===== config.mk =====
export PLATFORM = sky130hd
export DESIGN_NAME = tmr_fault_monitor
export DESIGN_NICKNAME = d
export VERILOG_FILES = /design/src/rtl/tmr_pkg.sv /design/src/rtl/tmr_replica_tracker.sv /design/src/rtl/tmr_fault_monitor.sv
export SDC_FILE = /design/constraint.sdc
export NUM_CORES = 1
export LEC_CHECK = 0
export ABC_AREA = 0
export BUFFER_PORTS_ARGS = -buffer_cell sky130_fd_sc_hd__buf_4
export CORE_AREA = 5 5 101 103
export CTS_CLUSTER_SIZE = 28
export DETAILED_ROUTE_END_ITERATION = 8
export DIE_AREA = 0 0 106 108
export GPL_ROUTABILITY_DRIVEN = 1
export PLACE_DENSITY = 0.47
export SETUP_SLACK_MARGIN = 0.2
export SLEW_MARGIN = 0
export SYNTH_ARGS = -nofsm -noshare
export SYNTH_HDL_FRONTEND = slang
export SYNTH_SLANG_ARGS = --single-unit

===== constraint.sdc =====
create_clock -name clk -period 5.6 [get_ports clk]
set_clock_uncertainty 0.1 [all_clocks]
set_input_delay 0.28 -clock clk [delete_from_list [all_inputs] [get_ports clk]]
set_output_delay 0.28 -clock clk [all_outputs]
set_load 0.01 [all_outputs]

===== src/rtl/tmr_pkg.sv =====
// Shared types and helpers for the TMR fault monitor.
// Optional build macro: TMR_MON_LATCH_EN (sticky FAILED state).
package tmr_pkg;

  localparam int N_REPLICA = 3;

  typedef enum logic [1:0] {
    OK      = 2'd0,
    SUSPECT = 2'd1,
    FAILED  = 2'd2
  } replica_state_t;

  // Single-bit majority; applied per bit to form the bitwise vote.
  function automatic logic maj3(input logic a, input logic b, input logic c);
    return (a & b) | (a & c) | (b & c);
  endfunction

endpackage


===== src/rtl/tmr_replica_tracker.sv =====
// Per-replica disagreement tracker: health FSM, run/recovery counter and
// saturating mismatch counter.
// Optional build macro: TMR_MON_LATCH_EN (FAILED only left via clr/rst).
//
// state   | meaning
// OK      | replica agrees with the vote
// SUSPECT | run of consecutive mismatches shorter than PERSIST
// FAILED  | replica declared failed; run counts matching samples toward recovery
module tmr_replica_tracker
  import tmr_pkg::*;
#(
  parameter int PERSIST = 3,
  parameter int CNT_W   = 8
) (
  input  logic             clk,
  input  logic             rst,
  input  logic             sample_valid,
  input  logic             clr,
  input  logic             mismatch,
  output logic             failed,
  output logic             failed_nxt,
  output logic [CNT_W-1:0] mis_cnt
);

  localparam int RUN_W = $clog2(PERSIST + 1);

  replica_state_t   state, state_nxt;
  logic [RUN_W-1:0] run, run_nxt;

  // State, run counter and mismatch counter registers; clr beats sampling.
  always_ff @(posedge clk) begin
    if (rst) begin
      state   <= OK;
      run     <= '0;
      mis_cnt <= '0;
    end else if (clr) begin
      state   <= OK;
      run     <= '0;
      mis_cnt <= '0;
    end else if (sample_valid) begin
      state <= state_nxt;
      run   <= run_nxt;
      if (mismatch && (mis_cnt != {CNT_W{1'b1}}))
        mis_cnt <= mis_cnt + CNT_W'(1);
    end
  end

  // Next-state and run counter for the current sample.
  always_comb begin
    state_nxt = state;
    run_nxt   = run;
    case (state)
      OK: begin
        if (mismatch) begin
          if (PERSIST == 1) begin
            state_nxt = FAILED;
            run_nxt   = '0;
          end else begin
            state_nxt = SUSPECT;
            run_nxt   = RUN_W'(1);
          end
        end
      end
      SUSPECT: begin
        if (!mismatch) begin
          state_nxt = OK;
          run_nxt   = '0;
        end else if (run == RUN_W'(PERSIST - 1)) begin
          state_nxt = FAILED;
          run_nxt   = '0;
        end else begin
          run_nxt = run + RUN_W'(1);
        end
      end
      FAILED: begin
`ifdef TMR_MON_LATCH_EN
        run_nxt = '0;
`else
        // Any mismatch restarts the recovery count.
        if (mismatch) begin
          run_nxt = '0;
        end else if (run == RUN_W'(PERSIST - 1)) begin
          state_nxt = OK;
          run_nxt   = '0;
        end else begin
          run_nxt = run + RUN_W'(1);
        end
`endif
      end
      default: begin
        state_nxt = OK;
        run_nxt   = '0;
      end
    endcase
  end

  // Failed flag now and after the current sample (used for event detection).
  always_comb begin
    failed     = (state == FAILED);
    failed_nxt = (state_nxt == FAILED);
  end

endmodule


===== src/rtl/tmr_fault_monitor.sv =====
// TMR fault monitor top: bitwise vote, per-replica trackers, failed-set
// change detection and a one-entry event buffer toward the logger.
// Optional build macro: TMR_MON_LATCH_EN (sticky FAILED state).
module tmr_fault_monitor
  import tmr_pkg::*;
#(
  parameter int WIDTH   = 4,
  parameter int PERSIST = 3,
  parameter int CNT_W   = 8
) (
  input  logic                       clk,
  input  logic                       rst,
  input  logic                       sample_valid,
  input  logic [WIDTH-1:0]           q_1,
  input  logic [WIDTH-1:0]           q_2,
  input  logic [WIDTH-1:0]           q_3,
  input  logic                       clr,
  output logic [WIDTH-1:0]           voted_q,
  output logic                       no_maj,
  output logic [N_REPLICA-1:0]       failed,
  output logic [N_REPLICA*CNT_W-1:0] mis_cnt,
  output logic                       evt_valid,
  input  logic                       evt_ready,
  output logic [N_REPLICA-1:0]       evt_mask,
  output logic                       evt_ovf
);

  logic [WIDTH-1:0]     voted;
  logic                 all_diff;
  logic [N_REPLICA-1:0] mismatch;
  logic [N_REPLICA-1:0] failed_nxt;
  logic                 new_evt;

  // Bitwise majority vote and per-replica disagreement.
  always_comb begin
    voted = '0;
    for (int b = 0; b < WIDTH; b++)
      voted[b] = maj3(q_1[b], q_2[b], q_3[b]);
    all_diff = (q_1 != q_2) && (q_1 != q_3) && (q_2 != q_3);
    mismatch = {q_3 != voted, q_2 != voted, q_1 != voted};
    new_evt  = sample_valid && !clr && (failed_nxt != failed);
  end

  for (genvar i = 0; i < N_REPLICA; i++) begin : g_trk
    tmr_replica_tracker #(
      .PERSIST (PERSIST),
      .CNT_W   (CNT_W)
    ) u_trk (
      .clk          (clk),
      .rst          (rst),
      .sample_valid (sample_valid),
      .clr          (clr),
      .mismatch     (mismatch[i]),
      .failed       (failed[i]),
      .failed_nxt   (failed_nxt[i]),
      .mis_cnt      (mis_cnt[i*CNT_W +: CNT_W])
    );
  end

  // Registered vote result of the last processed sample.
  always_ff @(posedge clk) begin
    if (rst) begin
      voted_q <= '0;
      no_maj  <= 1'b0;
    end else if (sample_valid && !clr) begin
      voted_q <= voted;
      no_maj  <= all_diff;
    end
  end

  // One-entry event buffer; a slot being drained this cycle can be refilled.
  always_ff @(posedge clk) begin
    if (rst) begin
      evt_valid <= 1'b0;
      evt_mask  <= '0;
      evt_ovf   <= 1'b0;
    end else begin
      if (clr)
        evt_ovf <= 1'b0;
      if (new_evt) begin
        if (!evt_valid || evt_ready) begin
          evt_valid <= 1'b1;
          evt_mask  <= failed_nxt;
        end else begin
          evt_ovf <= 1'b1;
        end
      end else if (evt_valid && evt_ready) begin
        evt_valid <= 1'b0;
      end
    end
  end

endmodule


==> run summary <==
Status: complete, no violations
Cells after synthesis: 308
Register-to-register setup slack: 3.42 ns
Min-Delay Path Depth: 2
Dominant synthesized flop cell: dfxtp_1
Final WS setup: 3.12 ns
R2r worst-path depth: 7
Area contributors post-synth: dfxtp_1 (35%), ha_1 (7.1%), nor2_1 (6.9%), xor2_1 (4.9%), xnor2_1 (3.3%)
Die Y: 108 µm
Syn avg cell area: 8.64 µm²
Vias: 2350
EDFF count, synth: 0
Final Cycle Share: 44.3%
Final RePlAce weighted congestion: 0.803
Drt pass-1 iters: 4
CTS root buf: clkbuf_8
Post-synth top cells: nor2_1 (49), dfxtp_1 (46), nand2_1 (21), ha_1 (15), xor2_1 (15)
Crit path arrival time: 2.57 ns
Die width: 106 µm
Clk sink count: 46
Starting DRT DRC Count: 74
Slew @ Worst Pin: 0.797 ns
Crit path max fanout: 5
DR WL/cell: 14.2 µm
Worst-path clk slew: 0.09 ns
Net Count, Synth: 340
Cell Area, Synth: 2660 µm²
M2 GR Usage: 18.1%
Final Hold Viols: 0
Place WS: 2.85 ns
Lkg Pwr: 1.31 nW
Yosys top cell area share: 34.6%
Detailed Place HPWL: 4990 µm
WHS Endpoint: voted_q[3]
Number of I/O port buffers: 53
Initial core utilization: 29.2%
CTS tree: built
Final ANT Viol Nets: 0
Critical hold path startpoint: rst
Overall routing resource usage: 11.7%
I/O pin total: 54
Ys async rst share: 0%
Fin nets: 386
Total grt overflow: 0
Setup TNS Final: 0 ns
Via/cell ratio: 5.04
Yosys cell types: 49
Critical Path End Type: register
Seq/Total Area, Yosys: 34.6%
Core Region: 9110 µm²
Die footprint: 11400 µm²
R2r endpoint: g_trk[0].u_trk.mis_cnt[4]
Total detailed-routing wirelength: 6600 µm
Layout area overhead: 21.2%
# fillers: 938
Setup Buffers After CTS: 0
H-tree lvl count: 2
Min cycle time layout: 2.48 ns
Total of max-cap violations: 0
Site Rows: 35
CP Class: in2reg
Cts hold-fix bufs: 0
Max clock buf depth: 2
Reg2reg start: g_trk[0].u_trk.mis_cnt[0]
Vias in the first global route: 2248
Syn. warnings: 0
Clock buffer count from CTS: 5
Busiest layer in global routing: met2
Post-route DRC violation count: 0
Fin. max-slew vios: 0
Fmax: 403 MHz
RSZ-0062 raised after global routing: no
Initial antenna violation count: 0
Clock latency on the worst-skew pair: 0.30 ns
Seq cells post-synth: 46
GR Util met1: 16.3%
Met3 usage: 2.99%
# diodes: 0
Worst Path Required: 5.69 ns
Final Setup Violations: 0
Count leader, synth: nor2_1
Slew headroom: 46.1%
Post-CTS Resized: 0
Share of cells above drive strength 1: 20.0%
CP startpoint kind: primary input
Pin count of the biggest net entering global routing: 34
First-pass GRT wire length: 10900 µm
Peak supply drop: 87.1 µV
Pwr/cell area: 205 nW/µm²
Min-delay worst type: in2reg
Yosys top cell by area: dfxtp_1
[per-layer routing]
| layer | vias up | wire, µm |
|---|---|---|
| met5 | - | 0 |
| met4 | 0 | 52 |
| met3 | 4 | 324 |
| met2 | 53 | 2810 |
| met1 | 1072 | 3410 |
| li1 | 1221 | - |
[registers in the layout, indices dropped and copies added, names as in the netlist]
name	cells
evt_valid	1
evt_mask	3
g_trk.u_trk.mis_cnt	24
g_trk.u_trk.state	6
voted_q	4
g_trk.u_trk.run	6
no_maj	1
evt_ovf	1
[report_power, final]
part | switching (mW) | leakage (nW) | internal (mW)
Clock | 0.122 | 0.0441 | 0.0880
Combinational | 0.0621 | 0.893 | 0.0478
Sequential | 0.00781 | 0.373 | 0.334
Total | 0.192 | 1.31 | 0.470
[per-stage QoR]
step / hold WS [ns] / std cells / total power [mW] / utilization (%) / instance area, µm²
after floorplan: 0.363 / 308 / 0.422 / - / 2660
after global placement: 0.351 / 458 / 0.461 / 34.4 / 3130
after detailed placement: 0.359 / 458 / 0.460 / 34.4 / 3130
after CTS: 0.153 / 466 / 0.676 / 35.4 / 3220
after global routing: 0.173 / 466 / 0.704 / 35.4 / 3220
final: 0.159 / 466 / 0.662 / 35.4 / 3220
[worst max path at each step]
| stage | start | endpoint | slack [ns] | depth (start not counted) |
|---|---|---|---|---|
| 4_1_cts | q_2[1] | evt_mask[0] | 3.16 | 7 |
| 2_1_floorplan | q_2[1] | evt_mask[0] | 3.25 | 7 |
| 3_5_place_dp | q_2[1] | evt_mask[1] | 2.85 | 8 |
| 6_report | q_2[1] | evt_mask[0] | 3.12 | 8 |
| 5_1_grt | q_2[1] | evt_mask[0] | 2.96 | 7 |
| 3_3_place_gp | q_2[1] | evt_mask[1] | 2.85 | 7 |
[layout make-up]
| type | instances | area [µm²] | area share (%) |
|---|---|---|---|
| clock inverter | 3 | 21.3 | 0.660 |
| tap | 111 | 139 | 4.31 |
| multi-input combinational | 245 | 1670 | 51.6 |
| clock buffer | 5 | 68.8 | 2.13 |
| sequential | 46 | 921 | 28.6 |
| timing repair buffer | 53 | 398 | 12.3 |
| inverter | 3 | 11.3 | 0.349 |
[placed cells by master (no fill, tap or decap), types with 2 or more instances in the layout]
master / n
buf_4: 53
nor2_1: 49
dfxtp_1: 46
nand2_1: 21
xor2_1: 15
ha_1: 15
nor4_1: 12
xnor2_1: 10
and3_1: 9
o31a_1: 9
a21oi_1: 9
nor2b_1: 8
a211oi_1: 8
nand4_1: 8
mux2i_1: 6
nand2b_1: 5
clkbuf_8: 5
nor3_2: 4
nor3_1: 4
a31oi_1: 4
o22ai_1: 4
nand3b_1: 4
o21ai_0: 4
nand3_1: 4
inv_1: 3
o41ai_1: 2
o22a_1: 2
and2_1: 2
o31ai_1: 2
or3b_2: 2
o21a_1: 2
or3_1: 2
a21o_1: 2
and4_1: 2
mux2_1: 2
[worst max-delay path: stages]
cell and delay (ns):
buf_4 0.13, ha_1 0.25, nor4_1 0.38, o22ai_1 0.23, o21ai_0 0.26, o41ai_1 0.20, o41ai_4 0.49, mux2_1 0.36
[logic make-up (layout without fill, tap and decap cells)]
family / Yosys count / count (layout) / share of synthesized area (%)
XOR/XNOR: 25 / 25 / 8.23
AND/OR/NAND/NOR: 138 / 138 / 27.2
buffers and inverters: 17 / 64 / 2.82
AO/OA/AOI/OAI: 59 / 59 / 17.0
flip-flops: 46 / 46 / 34.6
adder cells (fa/ha/maj): 15 / 15 / 7.05
multiplexers: 8 / 8 / 3.10
(Power assumes the default switching activity.)
